`src/rtl/pulse_pattern_tx.sv`:
```
// ============================================================================
// Module   : pulse_pattern_tx
// Purpose  : Programmable per-channel test-pulse generator driving the
//            differential channel pairs of the coincidence detector.
// Revision : 1.0  initial release
// ============================================================================
`default_nettype none

module pulse_pattern_tx #(
    parameter int N_CH  = 4,
    parameter int CNT_W = 16
) (
    input  logic                  clk,
    input  logic                  rst,
    input  logic                  start,
    input  logic                  stop,
    input  logic [CNT_W-1:0]      period,
    input  logic [CNT_W-1:0]      width,
    input  logic [N_CH*CNT_W-1:0] delay,
    input  logic [CNT_W-1:0]      burst_count,
    input  logic [N_CH-1:0]       ch_enable,
    output logic                  busy,
    output logic                  done,
    output logic [CNT_W-1:0]      periods_done,
    output logic [2*N_CH-1:0]     DS_Channels
);

    localparam logic [CNT_W-1:0] c_min_period = CNT_W'(2);
    localparam logic [CNT_W-1:0] c_one        = CNT_W'(1);

    typedef enum logic [0:0] {
        S_IDLE = 1'b0,
        S_RUN  = 1'b1
    } state_t;

    state_t                  r_state;
    state_t                  w_next_state;

    logic [CNT_W-1:0]        r_period_eff;
    logic [CNT_W-1:0]        r_width;
    logic [N_CH*CNT_W-1:0]   r_delay;
    logic [CNT_W-1:0]        r_burst;
    logic [N_CH-1:0]         r_en;

    logic [CNT_W-1:0]        r_cnt;
    logic [CNT_W-1:0]        r_periods_done;
    logic                    r_busy;
    logic                    r_done;
    logic [N_CH-1:0]         r_ch_q;

    logic                    w_launch;
    logic                    w_abort;
    logic                    w_wrap;
    logic                    w_burst_end;
    logic [CNT_W-1:0]        w_pd_inc;
    logic [CNT_W-1:0]        w_pd_next;
    logic [N_CH-1:0]         w_hit;

    assign w_wrap    = (r_cnt == r_period_eff - c_one);
    assign w_pd_inc  = r_periods_done + c_one;
    // Saturate so a long continuous run never appears to restart at zero
    assign w_pd_next = (r_periods_done == '1) ? r_periods_done : w_pd_inc;

    // Window compare at CNT_W+1 bits; cnt never reaches eff_period so
    // windows are naturally truncated at the period end.
    generate
        for (genvar gi = 0; gi < N_CH; gi++) begin : g_window
            logic [CNT_W:0] w_lo;
            logic [CNT_W:0] w_hi;
            logic [CNT_W:0] w_pos;
            assign w_lo      = {1'b0, r_delay[gi*CNT_W +: CNT_W]};
            assign w_hi      = w_lo + {1'b0, r_width};
            assign w_pos     = {1'b0, r_cnt};
            assign w_hit[gi] = r_en[gi] && (r_width != '0) &&
                               (w_pos >= w_lo) && (w_pos < w_hi);
        end
    endgenerate

    always_comb begin
        w_next_state = r_state;
        w_launch     = 1'b0;
        w_abort      = 1'b0;
        w_burst_end  = 1'b0;
        case (r_state)
            S_IDLE: begin
                if (start && !stop) begin
                    w_launch     = 1'b1;
                    w_next_state = S_RUN;
                end
            end
            S_RUN: begin
                if (stop) begin
                    w_abort      = 1'b1;
                    w_next_state = S_IDLE;
                end else if (w_wrap && (r_burst != '0) && (w_pd_inc == r_burst)) begin
                    w_burst_end  = 1'b1;
                    w_next_state = S_IDLE;
                end
            end
            default: w_next_state = S_IDLE;
        endcase
    end

    always_ff @(posedge clk or posedge rst) begin
        if (rst) begin
            r_state <= S_IDLE;
        end else begin
            r_state <= w_next_state;
        end
    end

    always_ff @(posedge clk or posedge rst) begin
        if (rst) begin
            r_period_eff   <= c_min_period;
            r_width        <= '0;
            r_delay        <= '0;
            r_burst        <= '0;
            r_en           <= '0;
            r_cnt          <= '0;
            r_periods_done <= '0;
            r_busy         <= 1'b0;
            r_done         <= 1'b0;
            r_ch_q         <= '0;
        end else begin
            r_done <= 1'b0;
            if (w_launch) begin
                r_period_eff   <= (period < c_min_period) ? c_min_period : period;
                r_width        <= width;
                r_delay        <= delay;
                r_burst        <= burst_count;
                r_en           <= ch_enable;
                r_cnt          <= '0;
                r_periods_done <= '0;
                r_busy         <= 1'b1;
                r_ch_q         <= '0;
            end else if (r_state == S_RUN) begin
                if (w_abort) begin
                    r_busy <= 1'b0;
                    r_ch_q <= '0;
                end else begin
                    r_cnt <= w_wrap ? '0 : r_cnt + c_one;
                    if (w_wrap) begin
                        r_periods_done <= w_pd_next;
                    end
                    if (w_burst_end) begin
                        r_busy <= 1'b0;
                        r_done <= 1'b1;
                        r_ch_q <= '0;
                    end else begin
                        r_ch_q <= w_hit;
                    end
                end
            end
        end
    end

    assign busy         = r_busy;
    assign done         = r_done;
    assign periods_done = r_periods_done;

    // Differential output stage (OBUFDS equivalent): P = ch_q, N = ~ch_q
    generate
        for (genvar gj = 0; gj < N_CH; gj++) begin : g_obufds
            assign DS_Channels[2*gj]   = r_ch_q[gj];
            assign DS_Channels[2*gj+1] = ~r_ch_q[gj];
        end
    endgenerate

endmodule

`default_nettype wire

```
`config.mk`:
```
export PLATFORM = sky130hd
export DESIGN_NAME = pulse_pattern_tx
export DESIGN_NICKNAME = d
export VERILOG_FILES = /design/src/rtl/pulse_pattern_tx.sv
export SDC_FILE = /design/constraint.sdc
export NUM_CORES = 1
export LEC_CHECK = 0
export CORE_MARGIN = 2
export CORE_UTILIZATION = 50
export CTS_CLUSTER_DIAMETER = 100
export DETAILED_ROUTE_END_ITERATION = 8
export GPL_TIMING_DRIVEN = 0
export PLACE_DENSITY = 0.72
export SLEW_MARGIN = 10
export SYNTH_ARGS = -nofsm -noshare
export SYNTH_HDL_FRONTEND = slang
export SYNTH_SLANG_ARGS = --single-unit
```
`constraint.sdc`:
```
create_clock -name clk -period 6.8 [get_ports clk]
set_input_delay 2.04 -clock clk [delete_from_list [all_inputs] [get_ports clk]]
set_output_delay 2.04 -clock clk [all_outputs]
set_load 0.005 [all_outputs]
```
# Word-level counts from Yosys, hierarchy flattened
# Index checks and enable logic that the tools add are counted.
# totals
regBits,155
input_bits,120
output_inout_bits,26
elab_cells,93
# classes
n_addsub,7
order_cmp,9
n_eq_ne,5
mux,32
n_bitwise,5
reduce_logical,24
# ops
cell,n
$mux 16,10
$add 16x16->17,4
$lt 16x17->1,4
$ge 16x16->1,4
$add 16x1->16 const B,2
$eq 16x16->1,2
$reduce_bool 16->1,2
$mux 1,17
$eq 16x16->1 const B,1
$lt 16x2->1 const B,1
$mux 4,4
$sub 16x1->16 const B,1
$logic_and 1x1->1,15
$not 1->1,5
$ne 2x2->1 const B,2
$reduce_and 2->1,2
$reduce_and 4->1,1
$reduce_bool 2->1,2
$reduce_bool 3->1,1
$pmux 1 s2,1
$logic_not 1->1,1

# Longest topological paths before layout
# depth
word_depth,11
ltp_mapped,16
depth_no_buf,16

# Worst setup path before layout
# Ideal clock, no wire load.
# synth_timing
kind,reg2reg
startpoint,register r_width[1]
endpoint,register r_ch_q[0]
setup_ns,0.122
arrival_time_ns,3.581
required_time_ns,6.678
setup_slack_ns,3.097
path_stages_with_launch,16
path_buffers,0
synth_period_minus_slack_ns,3.703
cell_sequence,dfrtp_1 -> ha_1 -> a21o_1 -> a21o_1 -> a2111oi_0 -> o31ai_1 -> o41a_1 -> a21o_1 -> a21oi_1 -> xor2_1 -> ha_1 -> and3_1 -> nand3_1 -> o211ai_1 -> nand3_1 -> a32o_1
# synth_between
elab_chain_cells,8
# synth_rtl
item,line,rtl
from (decl),40,logic [CNT_W-1:0] r_width;
from (signal assigned),128,r_width <= width;
"parallel branches: the longest is 3 deep, another holds $add 16x16->17",-,
$logic_and 1x1->1 *,75,(w_pos >= w_lo) && (w_pos < w_hi);
$mux 4 *,145,if (w_burst_end) begin
$mux 4 *,137,if (w_abort) begin
$mux 4 *,136,end else if (r_state == S_RUN) begin
$mux 4 *,126,if (w_launch) begin
to (signal assigned),150,r_ch_q <= w_hit;
to (decl),49,logic [N_CH-1:0] r_ch_q;
# Mark *: on every way between the ends. The select of a mux whose other input is x is not followed.
# A chain may end at the register's enable or synchronous reset.

# Worst setup path after layout
# layout_timing
startpoint,register r_width[1]
endpoint,register r_ch_q[1]
# Same word-level chain as after synthesis.

==> summary.md <==
The flow ran to the end, and the final reports show no timing, DRC or antenna violations. Global routing finished with a remaining overflow of 0. The library cell used most frequently in the layout, excluding fill and tap cells, is nand2_1. The number of detailed-routing iterations run before antenna repair was 7.

For the CTS sink count, the log shows 155. Number of global-route vias before repair: 11830. For the number of nets in the layout, the log shows 1986. The synthesized netlist devotes 19.37% of its cell area to adder and majority cells. The worst setup path is launched from a flip-flop. The post-route netlist has 3.622% of its cells at a drive strength greater than 1.

After synthesis the cells add up to 0.01275 sq mm. The endpoint arrival time on the critical path was 4880 ps; the reported leakage power was 7.399 nW. Hold repair after CTS inserted 0 buffers. The number of different library cells used by synthesis comes to 74.

The tools report the minimum setup slack after placement as 1997 ps. The share of flip-flops with an asynchronous set or reset after synthesis was 100.0%; the gate count of the mapped netlist was 1506. The synthesized flop and latch total was 155; the maximum number of pins on one net before global-route repair was 116. The sort of element at the end of the critical path is a flip-flop.

Summing the areas of all xor and xnor instances in the mapped netlist gives 6.662% of the synthesized area. For this run, the top clock speed supported by timing is 0.2219 GHz. Among all flip-flop cells after synthesis, the most frequent one is dfrtp_1. Summing all placed instances gives a cell area of 0.01465 sq mm. Portion of the post-synthesis area used by sequential elements: 30.43%.

At the pin with the least slew margin, the transition time is 1066 ps. The post-detailed-placement half-perimeter wirelength came out at 28890 um. In this run the power density over the cells is 335.2 mW/mm^2. 146 I/O pins were placed.

Simple logic cell fraction of the synthesized area: 20.19%. The tool flagged a number of max-cap violations equal to 0. The max-slew headroom at the worst pin is 27.09%. The number of placed instances, taps included, is 1982.

The floorplan has 58 rows. Summed over all layers, the routed wires come to 36980 um. The die covers 0.02680 sq mm. The path class of the lowest-slack min-delay path was flip-flop to flip-flop.

The hold violation total from the final report was 0; the worst path required time was 7180 ps. The die width came out at 163.7 um. Setup repair after global routing left no endpoint under its margin. The via density per instance works out to 5.868. The share of the synthesized area in compound gates (AO/OA/AOI/OAI) works out to 19.03%.

TritonCTS built the clock tree. Setup violations remaining at the end of the flow were counted as 0. The first global-routing pass estimated 58530 um of wire. The number of synthesized flops with an enable pin is 0. The post-route cell area is 0.01525 sq mm, and the DRC violations left is 0.

Final hold slack: 484.6 ps. A synthesized cell averages 8.468 sq um. The net count after synthesis was 1821.

The run gives 2 as the largest buffer count on any clock path. Input and output buffers added on the ports amount to 145. The initial detailed-routing violation count was 793.

The logs give 17 for the number of CTS-inserted buffers and 0.2042 mV for the worst-case vdd ir drop. In this run the post-CTS setup repair buffer count came out at 0. Dividing the final minimum period by the clock period gives 66.26%. After clock tree synthesis, the repair step resized 0 gates. The initial utilization of the core area, before any placement, comes to 50.79%. For the final worst setup slack, the log shows 2294 ps. Of all nets on the critical path, the largest fanout is 10. The clock tree synthesis step divided the H-tree into 4 levels. The dominant combinational cell family by area after synthesis is simple AND/OR/NAND/NOR gates. After layout, the minimum clock period comes to 4506 ps.

Total power for the finished layout comes to 5.113 mW. The CTS clock-pin slew for the worst setup and hold paths works out to 70 ps. In the layout the commonest cells are nand2_1, ha_1, dfrtp_1, clkdlybuf4s50_1, o21ai_0. The signed area change from the synthesized netlist to the final layout was 19.62%. Yosys printed 0 warnings. After the flow finishes, the layout carries non-filler instances totaling 2014. Final-report max-slew violation count: 0.

The die is 163.7 um tall. The average wire per cell in the routed design is 18.36 um, and the setup clock skew after layout is 10.80 ps. In this run the clock root is driven by a clkbuf_16. The last weighted congestion value of the routability-driven placer was 0.9247; the area of the core was 0.02511 sq mm.

The portion of synthesized area spent on multiplexers is 0.3238%. The tools report the number of routed nets with antenna violations as 0. The run gives 11820 as the total via count in the routed design. In the global route stage, overall resource usage came out at 28.09%. For the initial antenna violation count, the log shows 0. The repair_antennas step left the layout with diodes totalling 0. The critical path class is flip-flop to flip-flop. For the worst-skew pair, the clock arrives at the later sink with an insertion delay of 450 ps.
-- sequential cells by signal, summed over array words and instances, names as in the netlist --
signal        count
r_delay          64
periods_done     16
r_burst          16
r_cnt            16
r_period_eff     16
r_width          16
r_ch_q            4
r_en              4
busy              1
done              1
r_state           1
-- per-stage QoR --
step,utilization [%],setup TNS (ps)
global route,60.75,0
CTS,60.75,0
global placement,58.21,-265950
floorplan,-,0
finish,60.75,0
detailed placement,58.35,0
-- routing by layer --
metal	wire length (um)	global-route usage, %	vias up
li1	-	-	5750
met3	1899	5.152	87
met4	1417	11.96	0
met2	17850	49.22	348
met5	0	0	-
met1	15810	33.79	5633
-- power breakdown --
| part | switching, mW | internal, mW |
|---|---|---|
| Clock | 0.457 | 0.557 |
| Sequential | 0.299 | 1.14 |
| Combinational | 1.48 | 1.18 |
-- path summary, 6_finish.rpt --
kind,from,endpoint,slack (ps),depth (start not counted)
min,r_en[0],r_en[0],480,2
max reg2reg,r_width[1],r_ch_q[1],2290,14
max,r_width[1],r_ch_q[1],2290,14
min in group asynchronous,rst,r_width[1],1980,2
min reg2reg,r_en[0],r_en[0],480,2
max in group asynchronous,rst,r_en[3],3900,3
-- critical path, stage by stage, from the launching register on --
cell and delay (ps):
dfrtp_1 680, ha_1 330, a21o_1 170, a21o_1 210
a2111oi_0 690, o31ai_1 270, o41ai_2 430, o21bai_1 110
a21oi_1 180, xor2_1 170, ha_1 260, a2111oi_0 410
o21ai_0 180, o211ai_1 150, a32o_1 190
-- cell usage after synthesis (6+ instances only) --
cell | instances | area (sq um)
o21ai_1 | 16 | 80.08
o31ai_1 | 6 | 45.04
and3_1 | 24 | 150.1
xnor2_1 | 45 | 394.1
a21oi_1 | 62 | 310.3
nor4_1 | 17 | 106.4
nor2_1 | 61 | 229.0
nor3b_1 | 13 | 97.59
inv_1 | 88 | 330.3
nor2b_1 | 9 | 56.30
o21a_1 | 11 | 82.58
xor2_1 | 52 | 455.4
nand4_1 | 21 | 131.4
ha_1 | 191 | 2390
nor3_1 | 38 | 190.2
or2_2 | 8 | 50.05
a211o_1 | 8 | 70.07
a211oi_1 | 12 | 90.09
or3_1 | 9 | 56.30
o2111ai_1 | 11 | 96.34
nand2_1 | 273 | 1025
nand2b_1 | 15 | 93.84
o21ai_0 | 121 | 605.6
a2111oi_0 | 9 | 78.83
a21o_1 | 47 | 352.8
dfrtp_1 | 154 | 3854
clkbuf_1 | 33 | 123.9
o211ai_1 | 14 | 105.1
and2_1 | 8 | 50.05
a21boi_0 | 6 | 45.04
a31oi_1 | 14 | 87.58
nand3_1 | 35 | 175.2
-- kinds of logic after synthesis --
group | after synthesis
simple gates | 548
compound gates | 377
xor+xnor | 97
buf+inv | 130
mux | 4
fa+ha+maj | 195
flops | 155
-- cell type report --
type                    count  area, sq um
inverters                  88        337.8
flip-flops and latches    155         3880
clock buffers              18        429.2
repair buffers            146         1479
fillers                  2276         9854
plain buffers              42        178.9
well taps                 330        412.9
clock inverters            14        173.9
multi-input cells        1221         8363
Note: power is estimated with default switching activity, not from simulation.
